### src/rtl/float_pkg.sv
// Shared IEEE-754 single-precision field definitions for the integer-to-float path.
package float_pkg;

  localparam int FP32_EXP_W = 8;
  localparam int FP32_MAN_W = 23;
  localparam int FP32_BIAS  = 127;

  // Exponent of a value whose leading one sits at bit 31 (bias + 31).
  localparam logic [FP32_EXP_W-1:0] I2F_EXP_BASE = FP32_EXP_W'(FP32_BIAS + 31);

  typedef struct packed {
    logic                  sign;
    logic [FP32_EXP_W-1:0] exp;
    logic [FP32_MAN_W-1:0] man;
  } fp32_t;

  typedef struct packed {
    logic  zero;
    logic  inexact;
    fp32_t f;
  } i2f_res_t;

endpackage

### src/rtl/lzc32.sv
// Combinational 32-bit leading-zero counter; returns 32 for an all-zero input.
module lzc32 (
  input  logic [31:0] val_i,
  output logic [5:0]  cnt_o
);

  // Scan from LSB up so the highest set bit wins.
  always_comb begin
    cnt_o = 6'd32;
    for (int i = 0; i < 32; i++) begin
      if (val_i[i]) cnt_o = 6'(31 - i);
    end
  end

endmodule

### src/rtl/int_to_float_pipe.sv
// Three-stage integer to FP32 converter with valid/ready flow control on both sides.
// Stage 1 captures sign/magnitude, stage 2 counts leading zeros, stage 3 normalises,
// rounds and packs. All stages share one advance enable so a stalled output freezes
// the whole pipe.
module int_to_float_pipe
  import float_pkg::*;
#(
  parameter bit SIGNED_IN = 1'b1,
  parameter bit ROUND_RNE = 1'b1
) (
  input  logic        iClk,
  input  logic        iRst,
  input  logic [31:0] iData,
  input  logic        iValid,
  output logic        oReady,
  output logic [31:0] oData,
  output logic        oValid,
  input  logic        iReady,
  output logic        oZero,
  output logic        oInexact
);

  // Round-up decision from guard, sticky and mantissa LSB.
  function automatic logic round_up(input logic g, input logic s, input logic lsb);
    return ROUND_RNE ? (g & (s | lsb)) : 1'b0;
  endfunction

  // Normalise, round and pack one magnitude; a zero magnitude yields +0.0.
  function automatic i2f_res_t convert(input logic sgn, input logic [31:0] mag,
                                       input logic [5:0] lz);
    i2f_res_t        r;
    logic [31:0]     norm;
    logic [22:0]     man;
    logic            g;
    logic            s;
    logic [23:0]     sum;
    logic [7:0]      exp;
    norm = mag << lz;
    exp  = I2F_EXP_BASE - {2'b00, lz};
    man  = norm[30:8];
    g    = norm[7];
    s    = |norm[6:0];
    sum  = {1'b0, man} + {23'd0, round_up(g, s, man[0])};
    if (sum[23]) begin
      man = '0;
      exp = exp + 8'd1;
    end else begin
      man = sum[22:0];
    end
    r.zero      = 1'b0;
    r.inexact   = g | s;
    r.f.sign    = sgn;
    r.f.exp     = exp;
    r.f.man     = man;
    if (mag == 32'd0) begin
      r = '0;
      r.zero = 1'b1;
    end
    return r;
  endfunction

  logic adv;

  logic        vld_p1_q, sign_p1_q;
  logic [31:0] mag_p1_q;
  logic        sign_p1_d;
  logic [31:0] mag_p1_d;

  logic        vld_p2_q, sign_p2_q;
  logic [31:0] mag_p2_q;
  logic [5:0]  lz_p2_q;
  logic [5:0]  lz_p2_d;

  logic        vld_p3_q, zero_p3_q, inexact_p3_q;
  logic [31:0] data_p3_q;
  i2f_res_t    res_p3_d;

  assign adv    = !vld_p3_q | iReady;
  assign oReady = adv;

  // ---- stage 1: sign/magnitude capture ----
  // Two's complement negation maps -2^31 onto 0x80000000, which is still the right magnitude.
  always_comb begin
    sign_p1_d = SIGNED_IN & iData[31];
    mag_p1_d  = sign_p1_d ? (~iData + 32'd1) : iData;
  end

  // ---- stage 2: leading-zero count ----
  lzc32 u_lzc (
    .val_i (mag_p1_q),
    .cnt_o (lz_p2_d)
  );

  // ---- stage 3: normalise, round, pack ----
  // Combinational result that the output register captures.
  always_comb begin
    res_p3_d = convert(sign_p2_q, mag_p2_q, lz_p2_q);
  end

  // Valid bits and output register: cleared asynchronously, advance together.
  always_ff @(posedge iClk or posedge iRst) begin
    if (iRst) begin
      vld_p1_q     <= 1'b0;
      vld_p2_q     <= 1'b0;
      vld_p3_q     <= 1'b0;
      data_p3_q    <= '0;
      zero_p3_q    <= 1'b0;
      inexact_p3_q <= 1'b0;
    end else if (adv) begin
      vld_p1_q     <= iValid;
      vld_p2_q     <= vld_p1_q;
      vld_p3_q     <= vld_p2_q;
      data_p3_q    <= res_p3_d.f;
      zero_p3_q    <= res_p3_d.zero;
      inexact_p3_q <= res_p3_d.inexact;
    end
  end

  // Intermediate datapath registers carry no reset; their valid bits qualify them.
  always_ff @(posedge iClk) begin
    if (adv) begin
      sign_p1_q <= sign_p1_d;
      mag_p1_q  <= mag_p1_d;
      sign_p2_q <= sign_p1_q;
      mag_p2_q  <= mag_p1_q;
      lz_p2_q   <= lz_p2_d;
    end
  end

  assign oValid   = vld_p3_q;
  assign oData    = data_p3_q;
  assign oZero    = zero_p3_q;
  assign oInexact = inexact_p3_q;

endmodule
### config.mk
export PLATFORM = sky130hd
export DESIGN_NAME = int_to_float_pipe
export DESIGN_NICKNAME = d
export VERILOG_FILES = /design/src/rtl/float_pkg.sv /design/src/rtl/lzc32.sv /design/src/rtl/int_to_float_pipe.sv
export SDC_FILE = /design/constraint.sdc
export NUM_CORES = 1
export LEC_CHECK = 0
export CAP_MARGIN = 10
export CORE_MARGIN = 8
export CORE_UTILIZATION = 58
export CTS_CLUSTER_DIAMETER = 50
export DETAILED_ROUTE_END_ITERATION = 10
export PLACE_DENSITY = 0.92
export SYNTH_ARGS = -nofsm -noshare
export SYNTH_HDL_FRONTEND = slang
export SYNTH_HIERARCHICAL = 1
export SYNTH_SLANG_ARGS = --single-unit
### constraint.sdc
create_clock -name iClk -period 4.7 [get_ports iClk]
set_clock_uncertainty 0.2 [all_clocks]
set_input_delay 1.175 -clock iClk [delete_from_list [all_inputs] [get_ports iClk]]
set_output_delay 1.175 -clock iClk [all_outputs]
set_load 0.05 [all_outputs]
* Word level (Yosys, flattened, before mapping) *
Index checks and enable logic that the tools add are counted.

operators by class
  $lt $le $gt $ge = 0
  multiplexer cells = 35
  eq/ne operators = 0
  bitwise logic cells = 5
  reduce and logical (&&, ||, !) cells = 8
  $add $sub $neg = 4
  multipliers = 0
  shifts and indexed selects = 1
  divide/modulo/power cells = 0

operators by type and width
  operator                                          count
  two-way mux 5 bit                                 15
  two-way mux 34 bit                                1
  adder 32 x 1 -> 32 bit (second input constant)    1
  zero test 32 bit                                  1
  two-way mux 4 bit                                 8
  NOT 32 bit                                        1
  left shift 32 x 6 -> 31 bit                       1
  two-way mux 31 bit                                1
  OR reduction 31 bit                               1
  adder 23 x 1 -> 24 bit                            1
  two-way mux 23 bit                                1
  OR reduction 16 bit                               1
  two-way mux 3 bit                                 4
  adder 8 x 1 -> 8 bit (second input constant)      1
  two-way mux 8 bit                                 1
  OR reduction 8 bit                                1
  subtractor 8 x 6 -> 8 bit (first input constant)  1
  OR reduction 7 bit                                1
  two-way mux 6 bit                                 1
  two-way mux 2 bit                                 2
  OR reduction 4 bit                                1
  OR 1 bit                                          3
  OR reduction 2 bit                                1
  AND 1 bit                                         1
  other kinds (2)                                   2

word-level totals
  output and inout port bits = 36
  input port bits = 36
  memory bits (writable) = 0
  memory bits (read-only) = 0
  memories kept = 0
  register bits after elaboration = 109
  latch bits = 0
  word-level logic and storage cells = 70

* Longest topological paths before layout *
Gate-level depths: netlist of run 1.

  depth after elaboration = 31
  depth in mapped cells = 16
  mapped depth without buffers = 14

* Modules after synthesis *
Netlist of run 1, hierarchy kept.

modules (own cells, without submodules)
  module             area each (um^2)  seq. area each (um^2)  times used  cells each
  int_to_float_pipe  6566.3            3088.0                 1           583
  lzc32              367.9             0.0                    1           65

* Worst setup path before layout of run 1 *
Ideal clock, no wire load.

  path type = input to register
  from = in iReady
  to = reg data_p3_q[0] (netlist: oData[0])
  stages on the path = 7
  library setup time = 0.067 ns
  arrival = 4.475 ns
  slack = -0.042 ns
  data required time = 4.433 ns
  path buffers = 2
  path through = nor2b_1 clkbuf_1 inv_1 o21ai_0 nor2_2 buf_2 a22o_1

on the way
  cells in the longest elaborated chain, start to end = 1

ends and longest elaborated chain
  item                  line                      source
  start, declared       int_to_float_pipe.sv:18   input logic iReady,
  OR 1 bit              int_to_float_pipe.sv:78   assign adv = !vld_p3_q | iReady;
  named net oReady      int_to_float_pipe.sv:15   output logic oReady,
  end signal, assigned  int_to_float_pipe.sv:113  data_p3_q <= res_p3_d.f;
  end, declared         int_to_float_pipe.sv:75   logic [31:0] data_p3_q;

The timed path passes the listed nets, and every way through them passes these cells.
A chain may end at the register's enable or synchronous reset.

* Final worst setup path of run 1 *
  from = reg lz_p2_q[0]
  to = reg data_p3_q[6] (netlist: oData[6])

on the way
  cells in the longest elaborated chain, start to end = 7

ends and longest elaborated chain
  item                             line                      source
  start, declared                  int_to_float_pipe.sv:71   logic [5:0] lz_p2_q;
  start signal, assigned           int_to_float_pipe.sv:126  lz_p2_q <= lz_p2_d;
  left shift 32 x 6 -> 31 bit (*)  int_to_float_pipe.sv:38   norm = mag << lz;
  OR reduction 7 bit               int_to_float_pipe.sv:42   s = |norm[6:0];
  OR 1 bit                         int_to_float_pipe.sv:25   return ROUND_RNE ? (g & (s | lsb)) : 1'b0;
  AND 1 bit                        int_to_float_pipe.sv:25
  adder 23 x 1 -> 24 bit (*)       int_to_float_pipe.sv:43   sum = {1'b0, man} + {23'd0, round_up(g, s, man[0])};
  two-way mux 23 bit (*)           int_to_float_pipe.sv:44   if (sum[23]) begin
  two-way mux 34 bit (*)           int_to_float_pipe.sv:55   if (mag == 32'd0) begin

Every way passes the cells marked *; elsewhere a longest branch is shown, timed or not.

==> reports/qor.txt, run 1 <==
======================================================================================
Status                                                                       completed
Setup tns final                                                                   0 ps
RSZ-0062 raised after global routing                                                no
Number of global-route vias before repair                                        5,531
Fraction of the cycle the final worst path needs                                0.9042
First-pass GRT wire length                                                   28,410 µm
Fraction of met2 tracks used by global routing                                  0.4027
Gate count of the mapped netlist                                                   648
Reg-to-Reg End                                                            oData[6]$_DFFE_PP0P_
Leading register cell type out of synthesis                                   edfxtp_1
Hold/Removal Path Class                                                   register to register
Global placement routability congestion                                         0.9331
Fin crit period                                                                4250 ps
Number of buffers added by the clock tree synthesis step                             9
Required time worst endpoint                                                   4780 ps
R2r setup slk                                                                   450 ps
Clock power frac                                                                 0.164
Worst r2r path cells                                                                16
Post-cts hold buffer count                                                           0
Met3 layer usage reported by global route                                      0.04462
H-tree lvl count                                                                     3
Async SR Flop Fraction                                                          0.3394
Number of placed cells counting well taps                                          858
Die width                                                                     125.3 µm
Clock slew at the register clock pins of the worst setup and hold paths          80 ps
Cells on Worst Hold Path                                                             0
Hold Startpoint                                                           sign_p1_q$_DFFE_PP_
Proportion of layout cells with a drive suffix above 1                          0.1183
Final std cells w/o fill                                                           874
Pwr Density                                                               631.1 nW/µm²
Final Hold Violating Endpoints                                                       0
Sequential cell area fraction in the yosys report                               0.4453
Total wirelength of the detailed-routed design                               17,630 µm
Fillcell total                                                                     910
Antenna cells                                                                        0
Vias per inst                                                                    6.415
Met1 layer usage reported by global route                                       0.2596
Remaining routing DRC violations                                                     0
Routed length per instance                                                    20.17 µm
Ranking of synthesized cells by area                                      edfxtp_1, dfrtp_1, mux4_2
Std cell rows                                                                       40
Count of yosys warnings during synthesis                                             6
Net count after synthesis                                                          688
Antenna viol nets, final                                                             0
VDD IR max                                                                   0.2907 mV
Internal power contribution                                                   2.928 mW
Die Footprint                                                               15,710 µm²
Number of flops mapped to enable cells by yosys                                     72
Area of the core                                                            11,860 µm²
Starting density of the core                                                    0.5846
Switching Power                                                               2.253 mW
Count of cell types in the netlist                                                  70
Overflow left after global routing                                                   0
Kind of capture point of the worst setup path                                 register
Critical path startpoint                                                  lz_p2_q[0]$_DFFE_PP_
Combinational power share                                                        0.523
Number of nets in the finished design                                              762
Worst path arrival time                                                        4330 ps
Number of buffers inserted by port buffering                                        71
Cell area after synthesis                                                     6934 µm²
IO Pins                                                                             72
Total via count in the routed design                                             5,607
Share of power burned in registers                                               0.313
Synth top area share                                                            0.3118
Maximum buffer depth of the clock tree                                               2
Number of antenna violations at the first check in global routing                    0
Clock Sinks                                                                        109
Clock tree from TritonCTS                                                         done
Crit start category                                                           register
Max frequency                                                               0.2353 GHz
Skew-Pair Late Insertion Delay                                                  360 ps
Area Growth Syn to Fin                                                          18.39%
Setup Viol. Count Final                                                              0
Gates resized, CTS repair                                                            0
Sw frac                                                                         0.4349
Average footprint of a synthesized cell                                      10.70 µm²
Maximum number of pins on one net before global-route repair                        49
Biggest fanout along the worst timing path                                          48
Final HPWL from detailed placement                                           13,360 µm
Pre-antenna DRT Iters                                                                5
Cell at the root of the clock tree                                           clkbuf_16
Number of violations of the max-capacitance limit                                    0
Cell taking the most area after synthesis                                     edfxtp_1
Worst Hold Path EP                                                        sign_p2_q$_DFFE_PP_
Final Max Tran Viols                                                                 0
Total global routing track utilization                                          0.2237
Leak pwr                                                                      2.989 nW
DIE HEIGHT                                                                    125.3 µm
R2r startpoint                                                            lz_p2_q[0]$_DFFE_PP_
Number of setup buffers added after CTS                                              0
Register bit count reported by yosys                                               109
Critical path class                                                       register to register
Detailed router's first-iteration violation count                                  314
Layer with the highest usage                                                      met2
Worst rel slew slack                                                            0.3641
Slew at the pin closest to its max-slew limit                                 950.8 ps
======================================================================================
-- layout by cell type (no fill, tap or decap), types with 4 or more instances in the layout --
master,instances
nand4_1,6
nand2b_1,9
nor3_1,14
a22o_1,19
or4_1,9
o22ai_1,11
ha_1,4
nor2b_1,5
xor2_1,9
a211oi_1,6
a221oi_1,4
clkbuf_16,9
edfxtp_1,72
nand3_1,10
clkdlybuf4s50_1,70
or3_1,7
nand2_1,66
mux2_2,8
nor4_1,21
a22oi_1,5
and2_1,6
dfrtp_1,37
buf_4,22
o41ai_1,7
o21ai_0,29
inv_1,16
mux2i_1,30
a21oi_1,16
mux4_2,24
o31ai_1,14
nor2_1,49
xnor2_1,44
-- critical path, cell delays in order (launching register included) --
cell,delay (ps)
edfxtp_1,370
buf_12,290
mux2i_1,270
o21a_1,300
inv_1,90
o41ai_1,400
a41oi_1,200
o211a_1,250
ha_1,200
nand4_1,110
nor3_1,100
nand4_1,160
nor4_4,60
buf_4,200
nor2_2,520
nand2_1,180
o21ai_0,220
-- worst max-delay path by stage --
stage                                         to  slack, ps  cells after the start
final                       oData[6]$_DFFE_PP0P_        450                     16
after global routing        oData[6]$_DFFE_PP0P_        100                     16
after CTS                 mag_p1_q[30]$_DFFE_PP_        460                      9
after detailed placement  mag_p1_q[30]$_DFFE_PP_         80                      9
after global placement    mag_p1_q[28]$_DFFE_PP_        180                      9
after floorplan            oData[11]$_DFFE_PP0P_        540                      7
-- sequential cells by signal (all words and copies together), names as in the netlist, 6 cells and up --
| signal | cells |
|---|---|
| lz_p2_q | 6 |
| oData | 32 |
| mag_p2_q | 32 |
| mag_p1_q | 32 |
-- power by group through the flow --
stage	Sequential [mW]	Combinational, mW	Clock [mW]
2_1_floorplan	2.01	1.48	0
5_1_grt	1.67	2.88	0.893
6_report	1.62	2.71	0.849
3_3_place_gp	1.61	2.65	0
4_1_cts	1.62	2.70	0.857
3_5_place_dp	1.64	2.69	0
-- area by class of cell --
| cell class | instances | area, µm² | area share |
|---|---|---|---|
| repair buffers | 94 | 905.9 | 0.1103 |
| flip-flops and latches | 109 | 3088 | 0.3762 |
| inverters | 19 | 75.07 | 0.009145 |
| multi-input cells | 489 | 3623 | 0.4414 |
| clock buffers | 9 | 225.2 | 0.02743 |
| well taps | 147 | 183.9 | 0.02241 |
| clock inverters | 7 | 107.6 | 0.01311 |
-- cells by family (layout without fill, tap and decap cells) --
group | after synthesis | in the layout | synth area share
AOI/OAI and AO/OA | 143 | 143 | 0.1449
xor gates and xnor gates | 53 | 53 | 0.06694
adders and majority gates | 4 | 4 | 0.007218
buffers and inverters | 50 | 129 | 0.03248
DFF | 109 | 109 | 0.4453
muxes | 62 | 62 | 0.1342
and+or+nand+nor | 227 | 227 | 0.1689
-- cell usage after synthesis (all sizes together), types with 7 or more instances --
cell and instances:
o21ai 32, nor3 15, xnor2 44, o41ai 7, dfrtp 37, or3 7, inv 19, and2 7
mux2 8, o22ai 11, nand3 10, nor2 50, edfxtp 72, a22o 19, a21oi 16, buf 13
clkbuf 18, nand2 67, mux2i 30, xor2 9, o31ai 14, mux4 24, or4 10, nor4 23
nand2b 9
-- through the flow --
stage / setup slack (ps) / hold slack [ps] / utilization / power [mW] / cell area, µm²
2_1_floorplan: 543.9 / 200.3 / - / 3.492 / 6938
3_3_place_gp: 177.9 / 227.0 / 0.6640 / 4.260 / 7876
3_5_place_dp: 79.63 / 230.4 / 0.6640 / 4.324 / 7876
4_1_cts: 457.4 / 248.4 / 0.6921 / 5.178 / 8209
5_1_grt: 102.6 / 253.1 / 0.6921 / 5.444 / 8209
6_report: 450.2 / 248.7 / 0.6921 / 5.181 / 8209
-- layer usage --
metal / vias to the layer above / routed length (µm)
li1: 2650 / -
met1: 2710 / 7219
met2: 208 / 9010
met3: 39 / 888
met4: 0 / 510
met5: - / 0
Note: power is estimated with default switching activity, not from simulation.
==> run 2: changes to the inputs <==
Settings changed: SKIP_CTS_REPAIR_TIMING from default to 1, SYNTH_HIERARCHICAL 1 to default.
Clock period 4.7 ns to 4.35 ns, I/O delays scaled along.
==> reports/qor.txt, run 2 <==
======================================================================================
Status                                                                       completed
Final Hold Violating Endpoints                                                       0   unchanged
Number of global-route vias before repair                                        5,915   +6.9%
Worst setup slack after layout                                                274.8 ps   -175.3 ps
Vias per inst                                                                    6.416   about the same
Area Growth Syn to Fin                                                          16.48%
Register bit count reported by yosys                                               109   unchanged
Crit start category                                                           register
Die width                                                                     128.7 µm   +2.7%
Net count after synthesis                                                          736   +7.0%
Critical path startpoint                                                  lz_p2_q[1]$_SDFFCE_PP0P_
Cell area after synthesis                                                     7363 µm²   +6.2%
Post-place setup slack                                                        297.7 ps   +218.0 ps
Setup Viol. Count Final                                                              0   unchanged
Clock tree from TritonCTS                                                         done
Routed length per instance                                                    20.62 µm   +2.2%
First-pass GRT wire length                                                   30,720 µm   +8.1%
Number of buffers and inverters on the critical path                                 2   -1
Antenna viol nets, final                                                             0   unchanged
Total global routing track utilization                                          0.2354   +0.01168
Post-placement cell area                                                      8257 µm²   +4.8%
Maximum number of pins on one net before global-route repair                        77   +57%
DIE HEIGHT                                                                    128.7 µm   +2.7%
Detailed router's first-iteration violation count                                  576   +83%
Die Footprint                                                               16,560 µm²   +5.4%
Commonest cells in the synthesized netlist                                nand2_1, edfxtp_1, xnor2_1
Fin area                                                                      8577 µm²   +4.5%
Number of nets in the finished design                                              807   +5.9%
Setup tns final                                                                   0 ps   unchanged
Leak pwr                                                                      3.094 nW   +3.5%
Hold/Removal Path Class                                                   register to register
VDD IR max                                                                   0.2720 mV   -6.4%
Leading register cell type out of synthesis                                   edfxtp_1
RSZ-0062 raised after global routing                                                no
Cell type of the slowest stage on the worst timing path                       edfxtp_1
Required time worst endpoint                                                   4380 ps   -400 ps
Synth top area share                                                            0.2936   -0.01817
Skew-Pair Late Insertion Delay                                                  360 ps   about the same
Count of yosys warnings during synthesis                                             0   -6
Std cell rows                                                                       41   +2.5%
Pre-antenna DRT Iters                                                                5   unchanged
Total via count in the routed design                                             6,057   +8.0%
Total wirelength of the detailed-routed design                               19,460 µm   +10%
Area of the core                                                            12,520 µm²   +5.5%
Cell at the root of the clock tree                                           clkbuf_16
Commonest non-fill, non-tap cell in the layout                                 nand2_1
Critical path class                                                       register to register
Count of cell types in the netlist                                                  81   +16%
Final design utilization                                                        0.6852   -0.006863
Average footprint of a synthesized cell                                      10.58 µm²   -1.1%
Sequential cell area fraction in the yosys report                               0.4194   -0.02596
Slew at the pin closest to its max-slew limit                                 960.6 ps   +9.756 ps
Global placement routability congestion                                         0.9635   +3.3%
Ordered list of cells on the worst path                                   buf_4, mux2_2, and3_1, a2111oi_1, buf_4, nor2_1, ha_1, nand3_1, and3b_1, and3_1, nand3_1, xor2_1, o21ai_0
R2r startpoint                                                            lz_p2_q[1]$_SDFFCE_PP0P_
CP top delay family                                                       simple AND/OR/NAND/NOR gates
Ranking of synthesized cells by area                                      edfxtp_1, dfrtp_1, mux4_2
Fillcell total                                                                     968   +6.4%
Pwr Density                                                               669.0 nW/µm²   +6.0%
Final HPWL from detailed placement                                           15,130 µm   +13%
Fraction of the cycle the final worst path needs                                0.9368   +0.03259
Worst rel slew slack                                                            0.3576   -0.006525
Max frequency                                                               0.2454 GHz   +4.3%
Hold Startpoint                                                           sign_p1_q$_DFFE_PP_
Starting density of the core                                                    0.5883   +0.003666
Leading cell type by number of instances after synthesis                       nand2_1
Gate count of the mapped netlist                                                   696   +7.4%
Number of buffers added by the clock tree synthesis step                             9   unchanged
Biggest fanout along the worst timing path                                          21   -56%
Remaining routing DRC violations                                                     0   unchanged
Number of antenna violations at the first check in global routing                    0   unchanged
Clock slew at the register clock pins of the worst setup and hold paths          80 ps   about the same
Number of buffers inserted by port buffering                                        71   unchanged
Maximum buffer depth of the clock tree                                               2   unchanged
Final Max Tran Viols                                                                 0   unchanged
Kind of capture point of the worst setup path                                 register
Worst path arrival time                                                        4100 ps   -230 ps
Cell taking the most area after synthesis                                     edfxtp_1
Commonest cells after routing, fill and taps aside                        nand2_1, edfxtp_1, clkdlybuf4s50_1
IO Pins                                                                             72   unchanged
Antenna cells                                                                        0   unchanged
Worst stage delay on the critical path                                          690 ps   +170 ps
Proportion of layout cells with a drive suffix above 1                          0.1425   +0.02419
H-tree lvl count                                                                     3   unchanged
Clock Sinks                                                                        109   unchanged
Async SR Flop Fraction                                                          0.3394   unchanged
Number of flops mapped to enable cells by yosys                                     72   unchanged
Overflow left after global routing                                                   0   unchanged
Number of violations of the max-capacitance limit                                    0   unchanged
Fin crit period                                                                4075 ps   -174.7 ps
======================================================================================
==> run 2: layout make-up <==
type / count / area (µm²) / area share
clock buffers: 9 / 225.2 / 0.02626
clock inverters: 7 / 95.09 / 0.01109
inverters: 17 / 67.56 / 0.007877
multi-input cells: 533 / 3970 / 0.4629
flip-flops and latches: 109 / 3088 / 0.3600
well taps: 172 / 215.2 / 0.02509
repair buffers: 97 / 915.9 / 0.1068
==> run 2: worst reg2reg max path: stages (launching register included) <==
cell	delay, ps
edfxtp_1	690
buf_4	400
mux2_2	430
and3_1	200
a2111oi_1	520
buf_4	240
nor2_1	50
ha_1	230
nand3_1	120
and3b_1	250
and3_1	260
nand3_1	110
xor2_1	150
o21ai_0	100
==> run 2: metal layers <==
layer	track usage	routed length, µm	vias up
met3	0.04261	1120	51
li1	-	-	2805
met2	0.4196	9943	270
met5	0	0	-
met4	0.1161	703	0
met1	0.2660	7695	2931
==> run 2: per-stage QoR <==
step	instances	hold WS, ps	total power [mW]
floorplan	696	200.3	3.929
global route	944	239.9	5.994
CTS	944	226.2	5.712
finish	944	222.1	5.738
detailed placement	928	208.4	4.835
global placement	928	209.1	4.772
==> run 2: where the power goes <==
group          switching (mW)  total (mW)  internal, mW
logic                    1.83        3.06          1.23
clock network           0.407       0.872         0.465
registers               0.325        1.81          1.48
total                    2.56        5.74          3.18
==> run 2: path summary, 6_finish.rpt <==
| path | endpoint | slack [ps] | cells past startpoint |
|---|---|---|---|
| worst min register to register | sign_p2_q$_DFFE_PP_ | 220 | 0 |
| min in group asynchronous | oValid$_DFFE_PP0P_ | 1030 | 2 |
| max in group asynchronous | oData[14]$_DFFE_PP0P_ | 2230 | 3 |
| worst max register to register | oData[18]$_DFFE_PP0P_ | 270 | 13 |
| worst max-delay path | oData[18]$_DFFE_PP0P_ | 270 | 13 |
| worst min-delay path | sign_p2_q$_DFFE_PP_ | 220 | 0 |
==> run 2: cell families after synthesis <==
logic type | share of synthesized area
buffers and inverters | 0.04180
adder cells (fa/ha/maj) | 0.006797
multiplexers | 0.1548
AND/OR/NAND/NOR | 0.1706
AO/OA/AOI/OAI | 0.1400
XOR/XNOR | 0.06661
flip-flops | 0.4194
